===== config.mk =====
export PLATFORM = sky130hd
export DESIGN_NAME = key_set_ctrl
export DESIGN_NICKNAME = d
export VERILOG_FILES = /design/src/rtl/key_set_ctrl.sv
export SDC_FILE = /design/constraint.sdc
export NUM_CORES = 1
export LEC_CHECK = 0
export ABC_AREA = 1
export CAP_MARGIN = 20
export CORE_ASPECT_RATIO = 0.6
export CORE_MARGIN = 4
export CORE_UTILIZATION = 45
export CTS_CLUSTER_DIAMETER = 200
export DETAILED_ROUTE_END_ITERATION = 8
export PLACE_DENSITY = 0.61
export SLEW_MARGIN = 10
export SYNTH_ARGS = -nofsm -noshare
export SYNTH_HDL_FRONTEND = slang
export SYNTH_SLANG_ARGS = --single-unit

===== constraint.sdc =====
create_clock -name clk -period 1.7 [get_ports clk]
set_clock_uncertainty 0.1 [all_clocks]
set_input_delay 0.34 -clock clk [delete_from_list [all_inputs] [get_ports clk]]
set_output_delay 0.34 -clock clk [all_outputs]
set_load 0.02 [all_outputs]

===== src/rtl/key_set_ctrl.sv =====
// Two-key time-setting controller: mode key cycles RUN/SET_HOUR/SET_MIN/SET_SEC, inc key strobes the field.
// Optional feature: define KEY_AUTO_REPEAT_EN to enable hold-to-repeat on the inc key.
module key_set_ctrl #(
    parameter int unsigned CLK_FREQ_Hz = 27000000,
    parameter logic        KEY_ACTIVE  = 1'b0,
    parameter int unsigned LONG_MS     = 1000,
    parameter int unsigned REPEAT_MS   = 200,
    parameter int unsigned TIMEOUT_MS  = 10000
) (
    input  logic       clk,
    input  logic       rst,
    input  logic       mode_key_i,
    input  logic       inc_key_i,
    output logic [1:0] mode_o,
    output logic       run_en_o,
    output logic       inc_hour_o,
    output logic       inc_min_o,
    output logic       inc_sec_o,
    output logic       blink_o
);

    localparam int unsigned DIV      = CLK_FREQ_Hz / 1000;
    localparam int unsigned MS_W     = (DIV > 1) ? $clog2(DIV) : 1;
    localparam int unsigned BLINK_MS = 250;
    localparam int unsigned BLINK_W  = $clog2(BLINK_MS);
    localparam int unsigned IDLE_W   = $clog2(TIMEOUT_MS + 1);

    typedef enum logic [1:0] {
        ST_RUN      = 2'b00,
        ST_SET_HOUR = 2'b01,
        ST_SET_MIN  = 2'b10,
        ST_SET_SEC  = 2'b11
    } state_t;

    if ((CLK_FREQ_Hz < 1000) || ((CLK_FREQ_Hz % 1000) != 0) || (LONG_MS == 0) ||
        (REPEAT_MS == 0) || (TIMEOUT_MS == 0)) begin : g_param_error
        $error("key_set_ctrl: illegal parameter value");
    end

    state_t state_q;
    state_t state_d;

    logic [MS_W-1:0]    ms_cnt;
    logic               tick;
    logic               mode_prev;
    logic               inc_prev;
    logic               hist_valid;
    logic               mode_press;
    logic               inc_press;
    logic               inc_held;
    logic               idle_clr;
    logic               mode_change;
    logic [IDLE_W-1:0]  idle_cnt;
    logic [BLINK_W-1:0] blink_cnt;
    logic               blink_q;
    logic               inc_fire;
    logic               hour_stb;
    logic               min_stb;
    logic               sec_stb;
    logic               hold_active;
    logic               rep_fire;

    // ms timebase
    assign tick = (ms_cnt == MS_W'(DIV - 1));

    always_ff @(posedge clk) begin
        if (rst) begin
            ms_cnt <= '0;
        end else if (tick) begin
            ms_cnt <= '0;
        end else begin
            ms_cnt <= ms_cnt + 1'b1;
        end
    end

    // hist_valid masks the first post-reset cycle so a key held through reset is never a press
    always_ff @(posedge clk) begin
        if (rst) begin
            mode_prev  <= ~KEY_ACTIVE;
            inc_prev   <= ~KEY_ACTIVE;
            hist_valid <= 1'b0;
        end else begin
            mode_prev  <= mode_key_i;
            inc_prev   <= inc_key_i;
            hist_valid <= 1'b1;
        end
    end

    assign inc_held   = (inc_key_i == KEY_ACTIVE);
    assign mode_press = hist_valid && (mode_key_i == KEY_ACTIVE) && (mode_prev != KEY_ACTIVE);
    assign inc_press  = hist_valid && inc_held && (inc_prev != KEY_ACTIVE);
    assign idle_clr   = mode_press || inc_press || hold_active;

    always_ff @(posedge clk) begin
        if (rst) begin
            state_q <= ST_RUN;
        end else begin
            state_q <= state_d;
        end
    end

    always_comb begin
        state_d = state_q;
        if (mode_press) begin
            case (state_q)
                ST_RUN:      state_d = ST_SET_HOUR;
                ST_SET_HOUR: state_d = ST_SET_MIN;
                ST_SET_MIN:  state_d = ST_SET_SEC;
                default:     state_d = ST_RUN;
            endcase
        end else if ((state_q != ST_RUN) && !idle_clr && tick &&
                     (idle_cnt == IDLE_W'(TIMEOUT_MS - 1))) begin
            state_d = ST_RUN;
        end
    end

    assign mode_change = (state_d != state_q);

    always_ff @(posedge clk) begin
        if (rst) begin
            idle_cnt <= '0;
        end else if ((state_q == ST_RUN) || idle_clr || mode_change) begin
            idle_cnt <= '0;
        end else if (tick && (idle_cnt != IDLE_W'(TIMEOUT_MS))) begin
            idle_cnt <= idle_cnt + 1'b1;
        end
    end

`ifdef KEY_AUTO_REPEAT_EN
    localparam int unsigned LONG_W = $clog2(LONG_MS + 1);
    localparam int unsigned REP_W  = $clog2(REPEAT_MS + 1);

    logic              armed;
    logic              long_done;
    logic [LONG_W-1:0] hold_cnt;
    logic [REP_W-1:0]  rep_cnt;

    // armed only by a fresh press in a SET state; any mode change or release disarms
    assign hold_active = armed && inc_held && (state_q != ST_RUN);
    assign long_done   = (hold_cnt == LONG_W'(LONG_MS));
    assign rep_fire    = hold_active && !inc_press && tick &&
                         (long_done ? (rep_cnt == REP_W'(REPEAT_MS - 1))
                                    : (hold_cnt == LONG_W'(LONG_MS - 1)));

    always_ff @(posedge clk) begin
        if (rst) begin
            armed <= 1'b0;
        end else if (mode_change || !inc_held) begin
            armed <= 1'b0;
        end else if (inc_press && (state_q != ST_RUN)) begin
            armed <= 1'b1;
        end
    end

    always_ff @(posedge clk) begin
        if (rst || !hold_active || mode_change) begin
            hold_cnt <= '0;
            rep_cnt  <= '0;
        end else if (tick) begin
            if (!long_done) begin
                hold_cnt <= hold_cnt + 1'b1;
            end else if (rep_cnt == REP_W'(REPEAT_MS - 1)) begin
                rep_cnt <= '0;
            end else begin
                rep_cnt <= rep_cnt + 1'b1;
            end
        end
    end
`else
    assign hold_active = 1'b0;
    assign rep_fire    = 1'b0;
`endif

    assign inc_fire = !mode_change && (state_q != ST_RUN) && (inc_press || rep_fire);

    always_ff @(posedge clk) begin
        if (rst) begin
            hour_stb <= 1'b0;
            min_stb  <= 1'b0;
            sec_stb  <= 1'b0;
        end else begin
            hour_stb <= inc_fire && (state_q == ST_SET_HOUR);
            min_stb  <= inc_fire && (state_q == ST_SET_MIN);
            sec_stb  <= inc_fire && (state_q == ST_SET_SEC);
        end
    end

    // blink phase restarts high whenever a SET state is entered
    always_ff @(posedge clk) begin
        if (rst) begin
            blink_q   <= 1'b0;
            blink_cnt <= '0;
        end else if (mode_change) begin
            blink_q   <= (state_d != ST_RUN);
            blink_cnt <= '0;
        end else if (state_q == ST_RUN) begin
            blink_q   <= 1'b0;
            blink_cnt <= '0;
        end else if (tick) begin
            if (blink_cnt == BLINK_W'(BLINK_MS - 1)) begin
                blink_q   <= ~blink_q;
                blink_cnt <= '0;
            end else begin
                blink_cnt <= blink_cnt + 1'b1;
            end
        end
    end

    assign mode_o     = state_q;
    assign run_en_o   = (state_q == ST_RUN);
    assign inc_hour_o = hour_stb & ~rst;
    assign inc_min_o  = min_stb & ~rst;
    assign inc_sec_o  = sec_stb & ~rst;
    assign blink_o    = blink_q;

endmodule

; After elaboration in Yosys (flattened, before gate mapping)
; Index checks and enable logic that the tools add are counted.
[totals]
wordCells = 65
inputBits = 4
output_inout_bits = 7
register_bits = 46
[classes]
n_reduce_logical = 27
mux = 9
eq_ne = 8
bitwise_logic = 7
add_sub_neg = 3
[ops]
columns = op, n
row1 = adder 15 x 1 -> 15 bit (second input constant), 1
row2 = == test 15 bit (second input constant), 1
row3 = adder 14 x 1 -> 14 bit (second input constant), 1
row4 = == test 14 bit (second input constant), 1
row5 = inequality test 14 bit (second input constant), 1
row6 = logical AND 1 bit, 13
row7 = adder 8 x 1 -> 8 bit (second input constant), 1
row8 = == test 8 bit (second input constant), 1
row9 = 2-to-1 mux 8 bit, 1
row10 = case mux 2 bit (3 select lines), 1
row11 = nonzero test 3 bit, 2
row12 = 2-to-1 mux 1 bit, 5
row13 = == test 2 bit (second input constant), 2
row14 = 2-to-1 mux 2 bit, 2
row15 = NOT 1 bit, 4
row16 = nonzero test 2 bit, 2
row17 = OR reduction 2 bit, 2
row18 = AND 1 bit, 3
row19 = logical OR 1 bit, 3
row20 = OR reduction 3 bit, 1
row21 = == test 2 x 1 -> 1 bit (second input constant), 1
row22 = zero test 1 bit, 2
row23 = zero test 2 bit, 1
row24 = inequality test 2 bit, 1
row25 = AND reduction 2 bit, 1

; Longest topological paths before layout
; Gate-level depths: netlist of run 1.
[logic_depth]
depth_word = 15
ltp_mapped = 14
ltp_nobuf = 14

; Worst setup path after synthesis of run 1
; Ideal clock, no wire load.
[synth_path]
path_type = register -> register
start = register state_q[0], in the netlist mode_o[0]
end = register idle_cnt[3]
required_ns = 1.478
path_buffers = 1
arrival_ns = 1.944
setup_slack_ns = -0.466
setup_time_ns = 0.122
stages_incl_launch_ff = 14
cell_sequence = dfxtp_1 inv_1 ha_1 inv_1 nand4_1 nor2_1 nand3_4 nand2_2 nand3_2 nand2_2 nor2_4 nand3_4 buf_8 a21oi_2
[synth_rtl]
columns = item, line
row1 = "start, declared", 40  ; state_t state_q;
row2 = "start signal, assigned", 98  ; state_q <= state_d;
row3 = zero test 2 bit (*), n/a
row4 = named net run_en_o, 15  ; output logic run_en_o,
row5 = case mux 2 bit (3 select lines), 105  ; case (state_q)
row6 = 2-to-1 mux 2 bit, 104  ; if (mode_press) begin
row7 = inequality test 2 bit, 117  ; assign mode_change = (state_d != state_q);
row8 = logical OR 1 bit (*), 122  ; end else if ((state_q == ST_RUN) || idle_clr || mode_change) begin
row9 = OR reduction 2 bit (no line) (*), n/a
row10 = "end signal, assigned", 125  ; idle_cnt <= idle_cnt + 1'b1;
row11 = "end, declared", 53  ; logic [IDLE_W-1:0] idle_cnt;
; Mark *: on every way through the listed nets, which the timed path passes. The rest lies on a longest branch.
; A chain may end at the register's enable or synchronous reset.

; Worst setup path after layout of run 1
[layout_path]
start = input mode_key_i
end = register idle_cnt[10]
[layout_via]
elab_chain_len = 13
[layout_lines]
columns = item, line
row1 = "start, declared", 12  ; input logic mode_key_i,
row2 = NOT 1 bit (*), 90  ; assign mode_press = hist_valid && (mode_key_i == KEY_ACTIVE) && (mode_prev != KEY_ACTIVE);
row3 = logical AND 1 bit (*) (2 in series), 90
row4 = logical OR 1 bit, 92  ; assign idle_clr = mode_press || inc_press || hold_active;
row5 = zero test 1 bit, 111  ; end else if ((state_q != ST_RUN) && !idle_clr && tick &&
row6 = logical AND 1 bit (3 in series), 111
row7 = 2-to-1 mux 2 bit, 111
row8 = 2-to-1 mux 2 bit, 104
row9 = inequality test 2 bit, 117
row10 = logical OR 1 bit (*), 122
row11 = OR reduction 2 bit (no line) (*), n/a
; Every way passes the cells marked *; elsewhere a longest branch is shown, timed or not.

==> results of run 1 <==
[layout by cell type, fill, tap and decap left out, types with 2 or more instances in the layout]
cell type and instances:
inv_4 5, nor4_4 2, o21ai_1 4, a21oi_1 10, nor2_4 7, nand2_2 7, dfxtp_2 4, nor2_2 13
inv_2 13, nand3b_1 2, clkbuf_8 6, xnor2_1 5, nor2_1 31, ha_1 4, dlygate4sd2_1 3, nor3_2 3
clkdlybuf4s50_1 3, buf_4 79, dfxtp_4 3, o21ai_0 6, nor3b_1 2, nand4_1 10, a21oi_2 10, dfxtp_1 39
o21ai_2 2, xor2_1 10, nand3_1 12, clkbuf_2 3, ha_4 4, buf_6 10, nand3_2 6, nand2_4 6
inv_1 41, nand2_1 68, nand3_4 4, nor3_1 8
[final cells by class]
cell class                      count  area (µm²)  share of cell area [%]
Clock inverter                      1        5.00                   0.130
Multi-Input combinational cell    248        1670                    43.6
Tap cell                           80         100                    2.61
Clock buffer                        7        86.3                    2.25
Timing Repair Buffer               99         797                    20.7
Inverter                           60         243                    6.32
Sequential cell                    46         937                    24.4
[logic make-up after synthesis]
kind of cell | after synthesis | share of synthesized area, %
flip-flops | 46 | 35.7
multiplexers | 1 | 0.388
AO/OA/AOI/OAI | 35 | 8.39
XOR/XNOR | 15 | 5.09
AND/OR/NAND/NOR | 188 | 36.5
buffers and inverters | 62 | 9.55
adder cells (fa/ha/maj) | 9 | 4.36
[stage by stage]
step | setup TNS [ps] | instances
floorplan | -725 | 356
global placement | -12730 | 515
detailed placement | -13600 | 515
CTS | -2140 | 532
global route | -5850 | 541
finish | -2670 | 541
[state kept, by name, indices dropped and copies added (netlist names)]
register	flops
ms_cnt	15
idle_cnt	14
mode_o	2
min_stb	1
hour_stb	1
mode_prev	1
blink_o	1
hist_valid	1
sec_stb	1
inc_prev	1
blink_cnt	8
[worst reg2reg max path: cells and delay by family, from the launching register on]
family,cells,cell delay (ps)
buffers and inverters,3,290
and+or+nand+nor,8,760
adders and majority gates,1,140
DFF,1,370
AOI/OAI and AO/OA,1,100
[routing by layer]
layer | GRT usage (%) | wire (µm) | vias to the layer above | share of wire (%)
met2 | 30.2 | 2730 | 34 | 42
met1 | 27.9 | 3440 | 1155 | 53
met3 | 3.97 | 281 | 6 | 4.3
met4 | 2.91 | 38 | 0 | 0.59
li1 | - | - | 1340 | -
met5 | 0 | 0 | - | 0
[what timing repair did]
| action | 4_1_cts | 5_1_grt |
|---|---|---|
| pin swaps | 21 | 16 |
| buffers inserted | 9 | 9 |
| setup endpoints to repair | 39 | 37 |
| resized for setup | 57 | 45 |
[path summary, 6_finish.rpt]
| path | from | end | slack [ps] |
|---|---|---|---|
| hold reg to reg | idle_cnt[5] | idle_cnt[5] | 400 |
| setup reg to reg | mode_o[1] | idle_cnt[10] | -130 |
| setup / recovery | mode_key_i | idle_cnt[10] | -140 |
| hold / removal | idle_cnt[5] | idle_cnt[5] | 400 |
[where the power goes]
group	internal, mW	leakage [nW]	switching, mW	total, mW
registers	1.09	0.376	0.0124	1.10
clock network	0.329	0.0482	0.368	0.697
logic	0.122	1.18	0.130	0.252
==> out/results.tsv, run 1 <==
stage	metric	value	unit
setup_path	cp_top_family	buffers and inverters	
yosys	synthTopCellsByArea	dfxtp_1 36%, nand2_1 11%, inv_1 8.0%, nor2_1 6.8%, ha_1 4.4%	
setup_path	cp_max_fo	8	
cts	ctsLongestPathBuffers	2	
setup_path	worstSetupPathType	in -> reg	
placement	placed_area	3350	µm²
grt	grt_usage	19.3	%
power	cellLeakagePower	1.60	nW
sta	rsz0062_at_grt	true	
grt	grt_antenna_before_repair	0	
die	dieArea	7050	µm²
yosys	yosys_warnings	0	
die	core-area	5570	µm²
yosys	yosysTopAreaCellShare	35.7	%
hold_path	hp-class	reg -> reg	
cts	cts.sinks	46	
setup_path	end_kind	register	
cts	clock_latency	300	ps
detailed_routing	vias_per_cell	4.69	
yosys	synth_cells	356	
setup_path	reg2regPathDepth	13	
cts	clk_pin_slew	80	ps
sta	max_freq	544	MHz
grt	grt_pass1_vias	2378	
grt	grt_max_degree	14	
detailed_routing	drtIter0Drc	88	
yosys	ys_ff_latch	46	
die	num_io_pins	11	
placement	hpwl	4780	µm
power	powerDensity	534	nW/µm²
setup_path	worstPathBufferInverterCount	4	
setup_path	required	1830	ps
yosys	synth_area_leader_cell	dfxtp_1	
die	start_util	46.3	%
hold_path	whs_path_depth	2	
setup_path	slowest_delay	470	ps
yosys	synth_nets	369	
grt	grt_overflow	0	
outcome	run_status	finished with violations	
outcome	violations	negative setup slack	
run	drv_cap	0	
layout	n_antenna_cell	0	
placement	gp_congestion	0.836	
cts	cts_hold_buf	0	
yosys	synth_edf_count	0	
sta	drv_slew	0	
sta	final.setup.worst_slack	-137	ps
sta	setup_viol	29	
yosys	ys.flop_type	dfxtp_1	
detailed_routing	wl	6490	µm
layout	area_growth	48.9	%
layout	final_area	3840	µm²
sta	period_needed	1840	ps
power	finalPower	2.05	mW
yosys	synth.most_common_cell	nand2_1	
setup_path	worst_path_max_delay_cell	clkdlybuf4s50_1	
detailed_routing	drc_errors	0	
sta	fin_crit_sh	108	%
setup_path	crit_path_cell_trace	clkdlybuf4s50_1, inv_2, nand3_2, inv_2, nor2_2, nand2_4, nand3_4, nand2_4, nor2_4, nand3_4, buf_12, a21oi_4	
sta	hold_viol_final	0	
sta	max-slew-margin-rel	77.4	%
placement	portBuffers	10	
cts	tritoncts	yes	
setup_path	path_depth	12	
yosys	yosysSeqAreaShare	35.7	%
layout	fin_nets	473	
setup_path	worstSetupStartpointType	primary input	
die	rows	21	
cts	numCtsBuffers	5	
detailed_routing	ant_nets	0	
cts	cts_root_buf	clkbuf_8	
detailed_routing	route.vias.total	2535	
yosys	yosysUniqueCellTypes	34	
die	fp.dieW	106	µm
grt	grt_pass1_wl	11000	µm
die	die_h	66.7	µm
yosys	avgSynthCellArea	7.25	µm²
sta	holdWs	399	ps
yosys	syn_area	2580	µm²
yosys	synth-async-reset-ratio	0	%
layout	fin_util	69.0	%
cts	htree_levels	2	
setup_path	crit_arrival	1970	ps
layout	final_layout_size_suffix_gt1_share	43.0	%
power	vdd_drop_max	0.000422	V
layout	n_fill_cell	465	
placement	dpl_worst_slack	-502	ps
sta	worst_slew_pin_slew	336	ps
detailed_routing	wl_per_cell	12.0	µm
detailed_routing	first_pass_iters	4	
yosys	synth_common_cells	73 x nand2_1, 55 x inv_1, 47 x nor2_1	
No activity file was read; power rests on OpenSTA's default activity.
==> run 2: changes to the inputs <==
- CTS_CLUSTER_SIZE: default -> 24
==> results of run 2 <==
The final DEF is identical to that of run 1; final timing and power are the same.
==> RTL edit 1: new RTL, config.mk and constraints of run 1 <==
Build with the macro `KEY_AUTO_REPEAT_EN` defined.
--- a/src/rtl/key_set_ctrl.sv
+++ b/src/rtl/key_set_ctrl.sv
@@ -1,4 +1,6 @@
 // Two-key time-setting controller: mode key cycles RUN/SET_HOUR/SET_MIN/SET_SEC, inc key strobes the field.
 // Optional feature: define KEY_AUTO_REPEAT_EN to enable hold-to-repeat on the inc key.
+`define KEY_AUTO_REPEAT_EN
+
 module key_set_ctrl #(
     parameter int unsigned CLK_FREQ_Hz = 27000000,
Function: same outputs for any inputs over 10 cycles, from zero or initial values and one cycle with rst high; that may be too few to reach the edited logic, so the function may still have changed.
==> RTL edit 1 against run 1 <==
The flow still finishes with violations (negative setup slack); area after synthesis grew 32%; via count is 51% higher; utilization up 8.4 points; wire length up 73%; sequential cell count increased by 19; worst setup slack worse by 0.33 ns; synthesized cell count is 35% higher; first-iteration DRC count rose to 3.0 times the old value; design area increased by 47%; power grew 81%; global-route usage grew 4.4 points; critical path type unchanged; critical endpoint is now blink_cnt[2]; largest cell class unchanged.
==> RTL edit 1: results (changes against run 1) <==
* H-tree Lvls at 3 (+1)
* Layout fillers at 509 (+9.5%)
* P_sw at 0.000876 W (+72%)
* Peak supply drop at 0.540 mV (+28%)
* Num CTS Buffers at 9 (+4)
* Ranking of synthesized cells by area: dfxtp_1, nand2_1, inv_1, nor2_1, nand3_1
* DRC viols at 0 (unchanged)
* Nets at 657 (+39%)
* WL met3 at 585 um (+110%)
* Worst Reg-to-Reg Cells at 10 (-3)
* Met2 routed WL at 5190 um (+90%)
* Initial DRC Count at 264 (+200%)
* Hpwl dp at 6670 um (+40%)
* Met1 wire length at 5220 um (+52%)
* Endpoints failing setup at 47 (+62%)
* Vias in the first global route at 3562 (+50%)
* CP Data Arrival Time at 2.33 ns (+0.36 ns)
* R2R setup slack at -0.43 ns (-0.30 ns)
* Leakage Power at 2.22 nW (+39%)
* Clock Tree Root: clkbuf_16
* Net Count, Synth at 497 (+35%)
* First-pass GRT wire length at 16900 um (+54%)
* Hold WS at 0.403 ns (+0.00464 ns)
* Top cells by count, synth: nand2_1, dfxtp_1, inv_1, nor2_1, nand3_1
* Status: finished with violations
* R2R Path End: blink_cnt[2]
* Regs by FF count: ms_cnt x15, idle_cnt x14, hold_cnt x10
* Share of cells above drive strength 1 at 0.438 (+0.00858)
* Critical Path Fanout Max at 6 (-2)
* Failing checks: negative setup slack
* RD Place Congestion at 0.876 (+4.7%)
* Setup ws final at -0.469 ns (-0.332 ns)
* DRT Pass-1 Iters at 5 (+1)
* Total Routing Usage GR at 0.237 (+0.0438)
* Worst-path clk slew at 0.06 ns (-0.02 ns)
* Largest net degree at the start of global routing at 13 (-1)
* Min-delay src: ms_cnt[14]
* Hold depth at 2 (unchanged)
* Setup TNS Final at -17.02 ns (-14.35 ns)
* Vias per cell at 5.10 (+8.8%)
* Seq/Total Area, Yosys at 0.381 (+0.0240)
* Post-synth cell types at 37 (+8.8%)
* Slew @ Worst Pin at 0.655 ns (+0.319 ns)
* Top sig layer: met4
* Latest clock arrival within the worst-skew pair at 0.34 ns (+0.04 ns)
* Post-Route WL at 11200 um (+73%)
* R2R Path Start: mode_o[0]
* Hold Crit Endpoint: ms_cnt[14]
==> RTL edit 1: changes by cell type after synthesis, sizes merged, moves of 3 or more <==
cell   change
nor4       +4
dfxtp     +19
ha         +3
nor3      +13
nand2     +25
xor2       +6
a21oi      +9
nor3b      +5
inv        +5
nand3     +11
nor2      +15
==> RTL edit 1: cell families after synthesis <==
kind of cell | after synthesis | share of synthesized area
simple gates | 262 | 0.360
xor+xnor | 22 | 0.0564
fa+ha+maj | 12 | 0.0440
flops | 65 | 0.381
buf+inv | 71 | 0.0828
compound gates | 49 | 0.0762
==> RTL edit 1: repair_timing <==
action,in CTS,in global routing
pin swaps,26,16
endpoints found under the hold margin,0,0
gates resized for setup,86,64
cloned,3,1
setup buffers,15,10
setup endpoints to repair,56,65
hold buffers,0,0
==> RTL edit 1: how the worst max path moves through the flow <==
stage,slack [ns],from,endpoint,depth (start not counted)
finish,-0.47,mode_key_i,blink_cnt[2],13
global route,-0.49,mode_key_i,blink_cnt[2],13
CTS,-0.30,ms_cnt[1],hold_cnt[9],13
detailed placement,-0.68,inc_key_i,blink_cnt[6],12
global placement,-0.55,inc_key_i,blink_cnt[3],12
floorplan,-0.22,mode_o[1],idle_cnt[11],14
==> RTL edit 1: area by class of cell <==
type	count	area, um2	share of cell area
multi-input cells	349	2510	0.442
flip-flops and latches	65	1320	0.232
repair buffers	151	1180	0.209
inverters	65	253	0.0446
clock buffers	11	233	0.0411
well taps	104	130	0.0230
clock inverters	5	46.3	0.00817
==> RTL edit 1: stage by stage <==
step	cell area, um2	instances	power, W	setup WS (ns)
CTS	5410	743	0.00365	-0.298
global route	5670	750	0.00382	-0.493
global placement	4670	710	0.00177	-0.549
finish	5670	750	0.00370	-0.469
detailed placement	4670	710	0.00178	-0.676
floorplan	3570	481	0.00169	-0.218
==> RTL edit 1: worst max-delay path, cell delays in order <==
cell	delay, ns
clkdlybuf4s50_1	0.48
inv_1	0.08
nand3_2	0.12
inv_2	0.09
nor2_2	0.20
nand2_2	0.09
nand3_2	0.08
nand2_2	0.08
nor2_4	0.25
buf_6	0.15
buf_6	0.09
nand3_4	0.12
nor3_2	0.15
==> RTL edit 1: power groups by stage <==
stage          logic (W)  clock network [W]  registers, W
2_1_floorplan  0.0000975                  0       0.00159
3_3_place_gp    0.000192                  0       0.00158
3_5_place_dp    0.000195                  0       0.00158
5_1_grt         0.000382            0.00188       0.00155
6_report        0.000363            0.00179       0.00155
4_1_cts         0.000303            0.00180       0.00155
==> RTL edit 1: metal layers <==
metal	track usage	up-vias
met2	0.384	121
met3	0.0601	26
li1	-	1891
met4	0.0754	0
met5	0	-
met1	0.315	1785
==> RTL edit 2: new RTL, flow settings as in run 1 <==
Made on the original files. Compare `blink_cnt` against `BLINK_W'(BLINK_MS - 1)` with >= in place of ==.
--- a/src/rtl/key_set_ctrl.sv
+++ b/src/rtl/key_set_ctrl.sv
@@ -198,5 +198,5 @@
             blink_cnt <= '0;
         end else if (tick) begin
-            if (blink_cnt == BLINK_W'(BLINK_MS - 1)) begin
+            if (blink_cnt >= BLINK_W'(BLINK_MS - 1)) begin
                 blink_q   <= ~blink_q;
                 blink_cnt <= '0;
Formal check against the unedited RTL: no difference found for any inputs over 10 cycles, from zero or initial values and one cycle with rst high; that may be too few to reach the edited logic, so the function may still have changed.
==> RTL edit 2 against run 1 <==
The run still ends with negative setup slack left; power is 3.6% lower; worst hold slack worse by 0.036 ns; worst setup slack lost 0.026 ns; sequential cell count is the same; area after synthesis grew 0.78%; sequential share of layout area is 0.27 points lower; wire length is 7.2% higher; combinational power fell by 6%; design area up 1.4%; critical endpoint is now idle_cnt[4]; highest routed layer unchanged.
==> RTL edit 2: results (changes against run 1) <==
* Endpoints failing setup at 28 (-3.4%)
* Failing checks: negative setup slack
* Cell Count, Final, Fillers Out at 530 (-2.0%)
* CP Data Arrival Time at 1.94 ns (-0.03 ns)
* Layout fillers at 447 (-3.9%)
* Share of cells above drive strength 1 at 0.471 (+0.0416)
* Hold Crit Endpoint: mode_o[0]
* Worst min path class: in2reg
* Post-synth top area share at 0.354 (-0.00275)
* Slew headroom at 0.698 (-0.0755)
* R2R Path Start: ms_cnt[0]
* Grt met3 use at 0.0407 (+0.000968)
* GR Util met2 at 0.256 (-0.0461)
* Initial DRC Count at 148 (+68%)
* Leakage Power at 1.51 nW (-5.4%)
* Net Count, Synth at 358 (-3.0%)
* Hpwl dp at 4850 um (+1.5%)
* Seq/Total Area, Yosys at 0.354 (-0.00275)
* Post-Route WL at 6950 um (+7.2%)
* R2R Path End: idle_cnt[4]
* Ranking of synthesized cells by area: dfxtp_1, nand2_1, nor2_1, inv_1, ha_1
* Tot Pwr at 0.00198 W (-3.6%)
* Status: finished with violations
* Nets at 464 (-1.9%)
* Setup ws final at -0.163 ns (-0.0260 ns)
* Cells after Synth at 344 (-3.4%)
-- RTL edit 2: routing by layer --
metal | wire (um) | part of all wire | vias up
li1 | - | - | 1324
met1 | 3830 | 0.55 | 1122
met2 | 2760 | 0.40 | 43
met3 | 276 | 0.040 | 10
met4 | 81 | 0.012 | 0
met5 | 0 | 0 | -
-- RTL edit 2: metrics by stage --
stage                util  instance area (um2)
global placement    0.601                 3360
finish              0.696                 3890
global route        0.696                 3890
CTS                 0.630                 3530
floorplan               -                 2630
detailed placement  0.601                 3360
-- RTL edit 2: timing repair --
| item | 4_1_cts | 5_1_grt |
|---|---|---|
| buffers inserted | 4 | 11 |
| hold buffers | 0 | 0 |
| cloned | 0 | 1 |
| setup endpoints to repair | 44 | 47 |
| pin swaps | 13 | 41 |
| resized for setup | 34 | 75 |
-- RTL edit 2: final cells by class --
| type | instances | area (um2) | share of cell area |
|---|---|---|---|
| repair buffers | 101 | 818 | 0.210 |
| multi-input cells | 244 | 1740 | 0.448 |
| well taps | 80 | 100 | 0.0257 |
| clock buffers | 7 | 76.3 | 0.0196 |
| inverters | 52 | 216 | 0.0556 |
| flip-flops and latches | 46 | 940 | 0.241 |
-- RTL edit 2: worst max-delay path, stage by stage (launching register included) --
cell and delay (ns):
dfxtp_2 0.36, ha_4 0.15, inv_4 0.05, nor2_4 0.07
nand3_2 0.09, nor2_4 0.19, buf_4 0.21, nand2_8 0.08
nor4_1 0.35, nor3_2 0.09
-- RTL edit 2: kinds of logic after synthesis --
| logic type | after synthesis | share of synthesized area |
|---|---|---|
| xor gates and xnor gates | 15 | 0.0505 |
| and+or+nand+nor | 188 | 0.377 |
| DFF | 46 | 0.354 |
| buffers and inverters | 55 | 0.0924 |
| AOI/OAI and AO/OA | 30 | 0.0780 |
| adders and majority gates | 10 | 0.0481 |
-- RTL edit 2: report_power, final --
part	leakage, nW	internal, W	switching (W)
registers	0.377	0.00109	0.0000125
clock network	0.0383	0.000284	0.000353
logic	1.10	0.000108	0.000129
-- RTL edit 2: worst max path at each step --
stage,slack (ns),cells after the start,endpoint,startpoint
floorplan,-0.01,13,idle_cnt[3],mode_o[1]
global placement,-0.42,10,idle_cnt[2],mode_key_i
detailed placement,-0.49,10,idle_cnt[2],mode_key_i
CTS,-0.19,15,blink_o,ms_cnt[1]
global route,-0.27,15,blink_o,ms_cnt[0]
finish,-0.16,9,idle_cnt[4],ms_cnt[0]
